<file path="src/rtl/pow2_unit.sv">
// pow2_unit: 3-stage pipelined signed Q5.26 result = +/-2^exponent with saturation/flush flags.
// Optional quadratic mantissa approximation enabled by defining POW2_QUAD_EN.
module pow2_unit #(
  parameter int Q = 26,
  parameter int W = 32
) (
  input  logic         clk,
  input  logic         rst,
  input  logic         valid_in,
  input  logic [W-1:0] exponent,
  input  logic         result_sign,
  input  logic         div_by_zero,
  output logic         valid_out,
  output logic [W-1:0] result,
  output logic         overflow,
  output logic         underflow,
  output logic         dbz_out
);
  localparam int IW = W - Q;
  localparam logic signed [IW-1:0] OVF_I = IW'(W - 1 - Q);
  localparam logic signed [IW-1:0] UNF_I = IW'(-(Q + 1));
  logic s1_v, s1_sign, s1_dbz, s2_v, s2_sign, s2_dbz;
  logic signed [IW-1:0] s1_i, s2_i;
  logic [Q-1:0] s1_f;
  logic [Q:0] m_c, s2_m;
  logic [IW-1:0] neg;
  logic [W-1:0] mag, res;
  logic ovf, unf;
`ifdef POW2_QUAD_EN
  logic [Q-1:0] s1_t, t_c;
  // t = 21/32 + 11f/32, then m = 1 + f*t, both truncated
  assign t_c = Q'(21 << (Q - 5)) + Q'(((Q+4)'(exponent[Q-1:0]) * (Q+4)'(11)) >> 5);
  assign m_c = {1'b1, Q'(((2*Q)'(s1_f) * (2*Q)'(s1_t)) >> Q)};
`else
  assign m_c = {1'b1, s1_f};
`endif
  always_ff @(posedge clk) begin
    if (rst) begin
      s1_v <= 1'b0;
      s1_sign <= 1'b0;
      s1_dbz <= 1'b0;
      s1_i <= '0;
      s1_f <= '0;
`ifdef POW2_QUAD_EN
      s1_t <= '0;
`endif
    end else begin
      s1_v <= valid_in;
      s1_sign <= result_sign;
      s1_dbz <= div_by_zero;
      s1_i <= exponent[W-1:Q];
      s1_f <= exponent[Q-1:0];
`ifdef POW2_QUAD_EN
      s1_t <= t_c;
`endif
    end
  end
  always_ff @(posedge clk) begin
    if (rst) begin
      s2_v <= 1'b0;
      s2_sign <= 1'b0;
      s2_dbz <= 1'b0;
      s2_i <= '0;
      s2_m <= '0;
    end else begin
      s2_v <= s1_v;
      s2_sign <= s1_sign;
      s2_dbz <= s1_dbz;
      s2_i <= s1_i;
      s2_m <= m_c;
    end
  end
  assign neg = -s2_i;
  always_comb begin
    ovf = s2_dbz || (s2_i >= OVF_I);
    unf = !s2_dbz && (s2_i <= UNF_I);
    mag = ovf ? {1'b0, {(W-1){1'b1}}} :
          unf ? '0 :
          s2_i[IW-1] ? W'(s2_m) >> neg : W'(s2_m) << s2_i;
    res = s2_sign ? -mag : mag;
  end
  // outputs only move on a qualified sample and hold otherwise
  always_ff @(posedge clk) begin
    if (rst) begin
      valid_out <= 1'b0;
      result <= '0;
      overflow <= 1'b0;
      underflow <= 1'b0;
      dbz_out <= 1'b0;
    end else begin
      valid_out <= s2_v;
      if (s2_v) begin
        result <= res;
        overflow <= ovf;
        underflow <= unf;
        dbz_out <= s2_dbz;
      end
    end
  end
endmodule

</file>
<file path="config.mk">
export PLATFORM = sky130hd
export DESIGN_NAME = pow2_unit
export DESIGN_NICKNAME = d
export VERILOG_FILES = /design/src/rtl/pow2_unit.sv
export SDC_FILE = /design/constraint.sdc
export NUM_CORES = 1
export LEC_CHECK = 0
export CAP_MARGIN = 40
export CORE_AREA = 2 2 136 138
export CTS_CLUSTER_DIAMETER = 50
export CTS_CLUSTER_SIZE = 10
export DETAILED_ROUTE_END_ITERATION = 12
export DIE_AREA = 0 0 138 140
export MAX_ROUTING_LAYER = met4
export PLACE_DENSITY_LB_ADDON = 0.3
export SLEW_MARGIN = 10
export SYNTH_ARGS = -nofsm -noshare
export SYNTH_HDL_FRONTEND = slang
export SYNTH_SLANG_ARGS = --single-unit
</file>
<file path="constraint.sdc">
create_clock -name clk -period 6.3 [get_ports clk]
set_input_delay 1.575 -clock clk [delete_from_list [all_inputs] [get_ports clk]]
set_output_delay 1.575 -clock clk [all_outputs]
set_load 0.005 [all_outputs]
</file>
==> impl_metrics.ini <==
[floorplanning]
die_h_um = 140
num_io_pins = 73
initial_core_util = 0.433
core_area_um2 = 17800
dieArea_um2 = 19300
die_x_um = 138
rows = 49

[synth]
async_flop_share = 0
synth-xor-area-share = 0.0192
synth_edf_count = 0
synth_cell_types = 80
yosysWarnings = 0
synth-compound-area-share = 0.170
synth-seq-area-share = 0.278
synthesis.area_um2 = 7700
synth_nets = 908
yosys.area_share.simple = 0.234
syn_inst = 867
synth.area.mux_share = 0.244
yosys_register_bits = 107
syn-mean-instance-area_um2 = 8.89
yosys.area_share.adder = 0.00650
synth_top_family_by_area = multiplexers
synth_flop_cell = dfxtp_1

[place]
dp_hpwl_um = 19700
gp_congestion = 1.05
io_buffers = 72

[clocking]
path_clk_slew_ns = 0.07
hold_buffers = 0
clock-sinks = 107
cts_buffer_depth = 2
cts_setup_buffers = 0
h-tree-depth = 3
cts_tree = built
root_buffer = clkbuf_16
clk_latency_ns = 0.37
ctsResizeCount = 0
cts_buffers = 9

[run]
maxCapViolCount = 0

[power]
p_seq_frac = 0.418
internal-power_mw = 1.18
p_leak_nw = 3.12
peakVddDrop_v = 0.000146
cellPowerDensity_nw_per_um2 = 199
p_clk_frac = 0.303
power_mw = 1.76
switching_share = 0.330
power.switching_uw = 581
comb_power_share = 0.279

[setup_path]
cp-start-kind = register
critPathBufInv = 2
worstPathCellList = inv_1 > ha_1 > xor2_2 > buf_4 > mux2i_1 > mux2i_1 > o22ai_1 > a211oi_1 > nor2_1 > nor2_1 > ha_1 > and4_1 > nand4_1 > or4b_2 > nand2_1 > nor3_1 > a311o_1
worst_path_max_delay_cell = or4b_2
critPathKind = register to register
worstPathRequired_ns = 6.55
endpoint_kind = register
path_delay_family = simple AND/OR/NAND/NOR gates
critPathArrivalTime_ns = 5.58
crit_fanout = 15
critPathMaxStageDelay_ns = 0.75

[route]
drt_pre_antenna_iters = 7
vias = 7283
final_antenna_net_count = 0
avgRoutedWirePerCell_um = 22.6
wl_um = 25800
dr.first_iter.drc_count = 625
drc = 0
routed_via_density = 6.38

[cells_and_area]
num_antenna_cells = 0
regArea_um2 = 2140
layout.nets = 950
multi_input_area_um2 = 5190
utilization = 0.499
drive_gt1_frac = 0.133
fill_cells = 1698
syn_to_final_growth_pct = 15.1

[timing]
rsz0062_at_grt = no
worstMarginPinSlew_ns = 0.886
fin_setup_tns_ns = 0
slew_headroom = 0.403
report.final.slew_viol_count = 0
period_share = 0.845
setup_viol = 0
fin_crit_ns = 5.32
finClkSkew_ns = 0.00963
fmaxAchievable_ghz = 0.188
hold_ws_ns = 0.433
hold_viol = 0

[global_route]
grt_max_degree = 65
grt_pass1_wl_um = 40700
grt.total_usage = 0.275
grt_pass1_vias = 7010
antenna_found_initial = 0
gr-total-overflow = 0

[run_status]
status = complete, no violations

[min_path]
hold_path_class = register to register
final timing paths:
check        startpoint         end  slack, ns  cells after the start
max             s2_i[0]  result[12]       0.98                     17
min            s1_f[24]    s2_m[24]       0.43                      1
max reg2reg     s2_i[0]  result[12]       0.98                     17
min reg2reg    s1_f[24]    s2_m[24]       0.43                      1
area by class of cell:
cell class                      instances  area share
Tap cell                              229      0.0323
Sequential cell                       107       0.242
Multi-Input combinational cell        681       0.586
Timing Repair Buffer                   95       0.104
Clock inverter                          5     0.00452
Inverter                               15     0.00635
Clock buffer                           10      0.0258
stage by stage:
| step | std cells | cell area [um^2] | setup WS, ns |
|---|---|---|---|
| floorplan | 867 | 7700 | 1.39 |
| global placement | 1125 | 8550 | 1.17 |
| detailed placement | 1126 | 8570 | 1.07 |
| CTS | 1141 | 8840 | 1.05 |
| global route | 1142 | 8860 | 0.543 |
| finish | 1142 | 8860 | 0.977 |
Yosys cell counts, drive strengths merged (4+ instances only):
master	n	area [um^2]
dfxtp	107	2140
nor2b	76	475
mux2i	73	731
nor2	73	277
nand2	68	255
mux4	38	878
clkbuf	33	124
buf	31	191
a21oi	27	135
nor3	26	130
o21ai	26	130
mux2	24	274
nand3	22	110
o22ai	15	93.8
a31oi	14	87.6
nand2b	13	81.3
a211oi	12	95.1
inv	12	45.1
nand4	11	68.8
xnor2	10	87.6
nor4	9	62.6
o211ai	9	72.6
or2	9	56.3
or3	8	50.1
a32oi	7	61.3
and2	7	43.8
o31ai	7	52.6
or4	7	52.6
and3	6	37.5
xor2	6	60.1
a222oi	5	50.1
a2bb2oi	5	43.8
o311ai	5	43.8
a311o	4	40.0
a31o	4	35.0
ha	4	50.1
power groups by stage:
stage               logic, mW  registers [mW]  clock network (mW)
floorplan               0.327           0.739                   0
global placement        0.478           0.751                   0
detailed placement      0.478           0.751                   0
CTS                     0.480           0.736               0.546
global route            0.528           0.740               0.567
finish                  0.493           0.736               0.534
cell families after synthesis:
family | Yosys count
AO/OA/AOI/OAI | 181
adder cells (fa/ha/maj) | 4
AND/OR/NAND/NOR | 345
flip-flops | 107
buffers and inverters | 79
XOR/XNOR | 16
multiplexers | 135
layer usage:
layer	track usage	vias to the layer above	part of all wire
li1	-	3350	-
met1	0.329	3426	0.40
met2	0.438	399	0.46
met3	0.0578	108	0.079
met4	0.149	0	0.060
met5	-	-	0
flip-flops by register name, indices dropped and copies added, names as in the netlist:
register and count:
overflow 1, underflow 1, s2_sign 1, s1_sign 1, s1_i 6, result 32
s2_i 6, s1_v 1, s1_dbz 1, s1_f 26, dbz_out 1, s2_m 27
s2_dbz 1, valid_out 1, s2_v 1
cell usage in the layout (no fill, tap or decap), types with 6 or more instances in the layout:
cell	instances
nor2_1	72
o31ai_1	7
nand4_1	11
o22ai_1	15
and2_1	7
clkbuf_16	9
mux4_1	6
or3_1	8
o21ai_0	23
o211ai_1	8
mux4_2	32
nand2_1	68
nand2b_1	13
mux2i_1	73
mux2_2	23
or2_2	7
nor3_1	26
a31oi_1	14
a32oi_1	7
clkdlybuf4s50_1	71
nor4_1	8
a21oi_1	27
nand3_1	22
nor2b_1	76
buf_4	22
and3_1	6
inv_1	10
xnor2_1	10
dfxtp_1	106
a211oi_1	11
or4_1	7
Power figures use the tool's default switching activity.
